File: src/rtl/sevenseg_pkg.sv
// Shared types, constants and the leading-zero mask helper for the seven-segment scan controller.
package sevenseg_pkg;

  typedef enum logic {BLANK = 1'b0, ON = 1'b1} slot_state_e;

  localparam int DIGIT_W    = 4;
  localparam int MAX_DIGITS = 8;
  localparam int LZ_W       = MAX_DIGITS * DIGIT_W;

  localparam logic [MAX_DIGITS-1:0] ANODE_OFF = '1;

  // Clears enable bits of zero digits above the most significant non-zero one; digit 0 always stays.
  function automatic logic [MAX_DIGITS-1:0] lz_mask(input logic [LZ_W-1:0] val, input int ndig);
    logic lead;
    lz_mask = '1;
    lead    = 1'b1;
    for (int i = MAX_DIGITS - 1; i > 0; i--) begin
      if (i < ndig) begin
        if (lead && (val[i*DIGIT_W +: DIGIT_W] == '0)) lz_mask[i] = 1'b0;
        else lead = 1'b0;
      end
    end
  endfunction

endpackage

File: src/rtl/sevenseg_slot_timer.sv
// Slot counter and digit index for the scan; exposes next-cycle phase/index so outputs can be registered.
module sevenseg_slot_timer
  import sevenseg_pkg::*;
#(
  parameter int NUM_DIGITS  = 8,
  parameter int REFRESH_DIV = 100000,
  parameter int BLANK_TICKS = 2,
  parameter int IDX_W       = $clog2(NUM_DIGITS)
) (
  input  logic             clk,
  input  logic             rst,
  output logic [IDX_W-1:0] idx_nxt,
  output logic             on_nxt,
  output logic             frame_end
);

  localparam int CW = $clog2(REFRESH_DIV);
  localparam logic [CW-1:0]    CNT_LAST      = CW'(REFRESH_DIV - 1);
  localparam logic [CW-1:0]    CNT_BLANK_END = CW'(BLANK_TICKS - 1);
  localparam logic [IDX_W-1:0] IDX_LAST      = IDX_W'(NUM_DIGITS - 1);

  slot_state_e      state, state_d;
  logic [CW-1:0]    cnt, cnt_d;
  logic [IDX_W-1:0] idx, idx_d;

  always_ff @(posedge clk or posedge rst) begin
    if (rst) begin
      state <= BLANK;
      cnt   <= '0;
      idx   <= '0;
    end else begin
      state <= state_d;
      cnt   <= cnt_d;
      idx   <= idx_d;
    end
  end

  always_comb begin
    state_d = state;
    case (state)
      BLANK:   if (cnt == CNT_BLANK_END) state_d = ON;
      ON:      if (cnt == CNT_LAST) state_d = BLANK;
      default: state_d = BLANK;
    endcase

    cnt_d = (cnt == CNT_LAST) ? '0 : cnt + CW'(1);

    idx_d = idx;
    if ((state == ON) && (cnt == CNT_LAST))
      idx_d = (idx == IDX_LAST) ? '0 : idx + IDX_W'(1);
  end

  always_comb begin
    idx_nxt   = idx_d;
    on_nxt    = (state_d == ON);
    frame_end = (state == ON) && (cnt == CNT_LAST) && (idx == IDX_LAST);
  end

endmodule

File: src/rtl/sevenseg_scan_ctrl.sv
// Multiplexed seven-segment scan controller with frame-aligned commit and load/ack handshake.
// Optional leading-zero blanking when SEVENSEG_BLANK_LEADING_ZERO_EN is defined.
module sevenseg_scan_ctrl
  import sevenseg_pkg::*;
#(
  parameter int NUM_DIGITS  = 8,
  parameter int REFRESH_DIV = 100000,
  parameter int BLANK_TICKS = 2
) (
  input  logic                          clk,
  input  logic                          rst,
  input  logic                          load,
  input  logic [DIGIT_W*NUM_DIGITS-1:0] value,
  input  logic [NUM_DIGITS-1:0]         digit_en,
  output logic                          ack,
  output logic [DIGIT_W-1:0]            num,
  output logic [NUM_DIGITS-1:0]         an,
  output logic                          frame_tick
);

  localparam int IDX_W = $clog2(NUM_DIGITS);
  localparam int VW    = DIGIT_W * NUM_DIGITS;

  logic [VW-1:0]         comm_val, comm_val_d, pend_val, src_val;
  logic [NUM_DIGITS-1:0] comm_en, comm_en_d, pend_en, src_en, masked_en;
  logic                  pend_valid, commit_now;
  logic [IDX_W-1:0]      idx_nxt;
  logic                  on_nxt, frame_end;
  logic [DIGIT_W-1:0]    num_d;
  logic [NUM_DIGITS-1:0] an_d;
`ifdef SEVENSEG_BLANK_LEADING_ZERO_EN
  logic [MAX_DIGITS-1:0] lz;
`endif

  sevenseg_slot_timer #(
    .NUM_DIGITS (NUM_DIGITS),
    .REFRESH_DIV(REFRESH_DIV),
    .BLANK_TICKS(BLANK_TICKS),
    .IDX_W      (IDX_W)
  ) u_timer (
    .clk      (clk),
    .rst      (rst),
    .idx_nxt  (idx_nxt),
    .on_nxt   (on_nxt),
    .frame_end(frame_end)
  );

  // A load coinciding with frame end bypasses pending and is committed directly.
  always_comb begin
    src_val = load ? value : pend_val;
    src_en  = load ? digit_en : pend_en;
`ifdef SEVENSEG_BLANK_LEADING_ZERO_EN
    lz        = lz_mask(LZ_W'(src_val), NUM_DIGITS);
    masked_en = src_en & lz[NUM_DIGITS-1:0];
`else
    masked_en = src_en;
`endif
    commit_now = frame_end && (load || pend_valid);
    comm_val_d = commit_now ? src_val : comm_val;
    comm_en_d  = commit_now ? masked_en : comm_en;

    num_d = comm_val_d[idx_nxt*DIGIT_W +: DIGIT_W];
    an_d  = ANODE_OFF[NUM_DIGITS-1:0];
    if (on_nxt && comm_en_d[idx_nxt]) an_d[idx_nxt] = 1'b0;
  end

  always_ff @(posedge clk or posedge rst) begin
    if (rst) begin
      comm_val   <= '0;
      comm_en    <= '0;
      pend_val   <= '0;
      pend_en    <= '0;
      pend_valid <= 1'b0;
      ack        <= 1'b0;
      frame_tick <= 1'b0;
      num        <= '0;
      an         <= ANODE_OFF[NUM_DIGITS-1:0];
    end else begin
      comm_val   <= comm_val_d;
      comm_en    <= comm_en_d;
      ack        <= commit_now;
      frame_tick <= frame_end;
      num        <= num_d;
      an         <= an_d;
      if (load && !frame_end) begin
        pend_val   <= value;
        pend_en    <= digit_en;
        pend_valid <= 1'b1;
      end else if (commit_now) begin
        pend_valid <= 1'b0;
      end
    end
  end

endmodule

File: config.mk
export PLATFORM = sky130hd
export DESIGN_NAME = sevenseg_scan_ctrl
export DESIGN_NICKNAME = d
export VERILOG_FILES = /design/src/rtl/sevenseg_pkg.sv /design/src/rtl/sevenseg_slot_timer.sv /design/src/rtl/sevenseg_scan_ctrl.sv
export SDC_FILE = /design/constraint.sdc
export NUM_CORES = 1
export LEC_CHECK = 0
export BUFFER_PORTS_ARGS = -buffer_cell sky130_fd_sc_hd__buf_2
export CORE_ASPECT_RATIO = 2
export CORE_MARGIN = 2
export CORE_UTILIZATION = 30
export DETAILED_ROUTE_END_ITERATION = 16
export PLACE_DENSITY_LB_ADDON = 0.3
export SLEW_MARGIN = 20
export SYNTH_ARGS = -nofsm -noshare
export SYNTH_HDL_FRONTEND = slang
export SYNTH_SLANG_ARGS = --single-unit
File: constraint.sdc
create_clock -name clk -period 6.5 [get_ports clk]
set_clock_uncertainty 0.05 [all_clocks]
set_input_delay 1.3 -clock clk [delete_from_list [all_inputs] [get_ports clk]]
set_output_delay 1.3 -clock clk [all_outputs]
set_load 0.02 [all_outputs]
After elaboration in Yosys (flattened, before gate mapping)
Index checks and enable logic that the tools add are counted.
- input port bits: 43
- register bits: 116
- output and inout bits: 14
- logic and storage cells: 48
- magnitude comparators: 2
- mux-type cells: 17
- add/sub/neg operators: 2
- equal/unequal tests: 3
- bitwise gates (word level): 2
- reduce and logical (&&, ||, !) cells: 9
- shifts and indexed selects: 1
- operator list (cell ; count):
    two-way mux 32 bit ; 2
    indexed part select 32 x 6 -> 4 bit ; 1
    two-way mux 8 bit ; 3
    adder 17 x 1 -> 17 bit, second input constant ; 1
    == test 17 x 1 -> 1 bit, second input constant ; 1
    == test 17 bit, second input constant ; 1
    two-way mux 17 bit ; 1
    inverter 8 bit ; 1
    logical AND 1 bit ; 6
    two-way mux 1 bit ; 6
    two-way mux 3 bit ; 2
    < comparator 3 x 4 -> 1 bit, second input constant ; 1
    adder 3 x 1 -> 3 bit, second input constant ; 1
    binary-select mux 1 bit (select 3 bit) ; 1
    demux 1 bit (select 3 bit) ; 1
    == test 3 bit, second input constant ; 1
    greater-or-equal comparator 3 x 1 -> 1 bit, second input constant ; 1
    one-hot mux 1 bit (2 select lines) ; 1
    nonzero test 2 bit ; 1
    zero test 1 bit ; 1
    logical OR 1 bit ; 1
    inverter 1 bit ; 1

Longest topological paths before layout
- depth in word-level cells: 9
- gate-level depth with buffers: 10
- gate-level depth less buffers: 8

Modules after synthesis
Synthesis repeated with hierarchy kept, for this count alone.
- cells, all modules: 449
- area, all modules: 5285.1 um2
- by module, submodules not included (module ; cells an instance ; area each (um2) ; instances ; sequential area each (um2)):
    sevenseg_scan_ctrl ; 351 ; 4225.3 ; 1 ; 2387.3
    sevenseg_slot_timer ; 98 ; 1059.8 ; 1 ; 525.5

Worst setup path before layout
Ideal clock, no wire load.
- path type: input port to flip-flop
- start: input load
- end: register num[2]
- arrival time: 2.899 ns
- required time: 6.302 ns
- library setup time: 0.148 ns
- buffers on the path: 3
- path slack: 3.403 ns
- cell stages on the path: 7
- cell sequence: clkbuf_1 > buf_2 > buf_1 > mux2i_1 > a221oi_1 > a2111oi_0 > o211ai_1
- word-level cells in the longest chain between the ends: 4
- ends and longest elaborated chain (element ; line ; text):
    from (decl) ; sevenseg_scan_ctrl.sv:12 ; input logic load,
    logical OR 1 bit ; sevenseg_scan_ctrl.sv:58 ; commit_now = frame_end && (load || pend_valid);
    logical AND 1 bit ; sevenseg_scan_ctrl.sv:58 ;
    two-way mux 32 bit * ; sevenseg_scan_ctrl.sv:59 ; comm_val_d = commit_now ? src_val : comm_val;
    indexed part select 32 x 6 -> 4 bit * ; sevenseg_scan_ctrl.sv:62 ; num_d = comm_val_d[idx_nxt*DIGIT_W +: DIGIT_W];
    via num_d[2] ; sevenseg_scan_ctrl.sv:29 ; logic [DIGIT_W-1:0] num_d;
    to (signal assigned) ; sevenseg_scan_ctrl.sv:83 ; num <= num_d;
    to (decl) ; sevenseg_scan_ctrl.sv:16 ; output logic [DIGIT_W-1:0] num,
The timed path passes the listed nets; every way through them passes the cells marked *.
A chain may end at the register's enable or synchronous reset.

Worst setup path in the final report
- start: input load
- end: register num[1]
The elaborated chain is that of the path after synthesis.

==> results.yml <==
setup_path:
  critPathMaxFanout: 31
  crit_arrival_ns: 3.81
  ff2ff_setup_slack_ns: 2.92
  required_ns: 6.72
  crit_path_end_kind: "flip-flop"
  setup.worst_path.start_class: "input port"
  path_class: "input port to flip-flop"
pwr:
  ir_drop_uv: 146
  p_per_area_mw_per_mm2: 274
  leakagePower_nw: 2.99
  power_mw: 1.82
routing:
  viasPerCell: 5.34
  drc_errors: 0
  wl_per_cell_um: 18.3
  vias: 4114
  routed_wl_um: 14100
  first_iter_violations: 221
  dr.pass1.iters: 4
  postRouteAntennaNets: 0
global_routing:
  antenna_found_initial: 0
  track_usage: 0.148
  grt_pass1_vias: 4367
  grt-ovfl-total: 0
  grt_max_degree: 65
  grt_first_pass_wirelength_um: 22400
cells_and_area:
  final_layout_size_suffix_gt1_frac: 0.289
  area_growth_pct: 18.8
  diodes: 0
  final_cells: 770
  fillers: 1770
  nNetsFinal: 588
  postLayoutCellArea_mm2: 0.00665
cts:
  clockBufferDepth: 2
  post_cts_buffers: 0
  cts_tree: "yes"
  numCtsBuffers: 17
  cts_resized: 0
  cts.sinks: 116
  clkSlewWorstSetupHoldPaths_ns: 0.06
  ctsHtreeMaxLevel: 4
  ctsHoldBuffers: 0
  clockRootBuffer: "clkbuf_16"
  clk-insertion-delay-late_ns: 0.42
logic_synthesis:
  synth_xor_area_frac: 0.0203
  yosysMostFrequentCell: "dfrtp_1"
  synth_edf_count: 0
  ys.warnings.count: 0
  async_flop_share: 1.00
  synth_fp_nets: 539
  ys_top_cells_by_count: "108 x dfrtp_1, 42 x mux2_2, 38 x mux2i_1, 34 x a31oi_1, 33 x nor2_1"
  yosysUniqueCellTypes: 50
  syn_area_per_cell_um2: 11.4
  synth_ff_type: "dfrtp_1"
  synth.area.mux_share: 0.152
  synth_area_leader_cell: "dfrtp_1"
  yosys_register_bits: 116
  synth_top_cell_area_share: 0.483
  syn_area_mm2: 0.00560
  ys_seq_area_frac: 0.520
  synthCells: 492
  synth_adder_area_share: 0.00894
  synth_top_family_by_area: "multiplexers"
  synth_area_leaders: "dfrtp_1 48%, mux2_2 8.4%, mux2i_1 6.8%"
  synth_compound_gate_area_share: 0.141
  synthSimpleGateAreaFrac: 0.116
die:
  die_area_mm2: 0.0198
  ios: 57
  start_util: 0.306
  core_mm2: 0.0183
  die_width_um: 101
  die_h_um: 197
  fp-row-count: 70
sta:
  relSlewSlack: 0.399
  timing.final.hold_violations: 0
  fin_crit_sh: 0.552
  fmax_mhz: 279
  layout_setup_ws_ns: 2.91
  setup_viol: 0
  finalMaxSlewViolations: 0
  tns_ns: 0
  tightest_slew_ns: 0.901
  final.min_clock_period_ns: 3.59
  rsz0062_at_grt: "no"
placed_design:
  place_inst: 738
  gp_congestion: 0.892
  post-place-ws_ns: 2.52
  portBuffers: 56
  dpl.hpwl_um: 9930
  placed_cell_area_mm2: 0.00604
outcome:
  status: "complete, no violations"
flow_run:
  cap_violations: 0
min_path:
  min_path_type: "flip-flop to flip-flop"
-- kinds of logic (layout without fill, tap and decap cells) --
family / count (synthesis) / in the layout
flip-flops: 116 / 116
AO/OA/AOI/OAI: 113 / 113
buffers and inverters: 48 / 110
multiplexers: 80 / 80
XOR/XNOR: 13 / 13
AND/OR/NAND/NOR: 118 / 118
adder cells (fa/ha/maj): 4 / 4
-- routing by layer --
| metal | part of all wire | routed length [µm] | GRT usage | vias up |
|---|---|---|---|---|
| li1 | - | - | - | 1948 |
| met1 | 0.37 | 5230 | 0.153 | 2047 |
| met2 | 0.55 | 7800 | 0.268 | 89 |
| met3 | 0.037 | 515 | 0.0357 | 30 |
| met4 | 0.037 | 516 | 0.0802 | 0 |
| met5 | 0 | 0 | 0 | - |
-- placed cells by master (no fill, tap or decap), drive strengths merged, types with 6 or more instances in the layout --
master / instances
a21oi: 27
a221oi: 13
a31oi: 34
and3: 7
buf: 63
clkbuf: 20
dfrtp: 108
dfstp: 8
inv: 16
mux2: 42
mux2i: 38
nand2: 17
nand3: 13
nand3b: 8
nand4: 7
nor2: 34
nor4: 6
o211ai: 9
o21ai: 9
o221a: 7
xnor2: 6
xor2: 7
-- worst max-delay path: stages --
cell and delay [ns]:
buf_2 0.10, nor2_1 0.08, nor2b_2 0.17, buf_4 0.33, and3_1 0.79, buf_4 0.31
a221oi_1 0.10, a2111oi_0 0.47, o211ai_1 0.15
-- layout make-up --
class / instances / area [µm²] / area share
inverters: 15 / 58.8 / 0.00884
repair buffers: 63 / 333 / 0.0500
clock inverters: 12 / 154 / 0.0231
flip-flops and latches: 116 / 2910 / 0.438
clock buffers: 20 / 457 / 0.0687
multi-input cells: 328 / 2470 / 0.371
well taps: 216 / 270 / 0.0406
-- registers in the layout (all words and copies together), names as in the netlist --
register,cells
ack,1
an,8
comm_en,8
comm_val,32
frame_tick,1
num,4
pend_en,8
pend_val,32
pend_valid,1
u_timer.cnt,17
u_timer.idx,3
u_timer.state,1
-- power breakdown --
part,switching (mW),total (mW),internal (mW),leakage (nW)
Clock,0.341,0.963,0.622,0.292
Combinational,0.0539,0.0984,0.0446,1.22
Sequential,0.0121,0.760,0.748,1.48
Total,0.407,1.82,1.41,2.99
-- per-stage QoR --
step                 util  hold WS [ns]
floorplan               -         0.414
global placement    0.330         0.432
detailed placement  0.330         0.441
CTS                 0.363         0.454
global route        0.363         0.462
finish              0.363         0.452
-- path summary, 6_finish.rpt --
check,startpoint,endpoint,cells past startpoint
worst max register to register,u_timer.cnt[0],pend_val[13],7
worst max-delay path,load,num[1],9
min in group asynchronous,rst,frame_tick,2
worst min register to register,pend_val[10],pend_val[10],1
worst min-delay path,pend_val[10],pend_val[10],1
max in group asynchronous,rst,pend_val[14],3
Note: power is estimated with default switching activity, not from simulation.
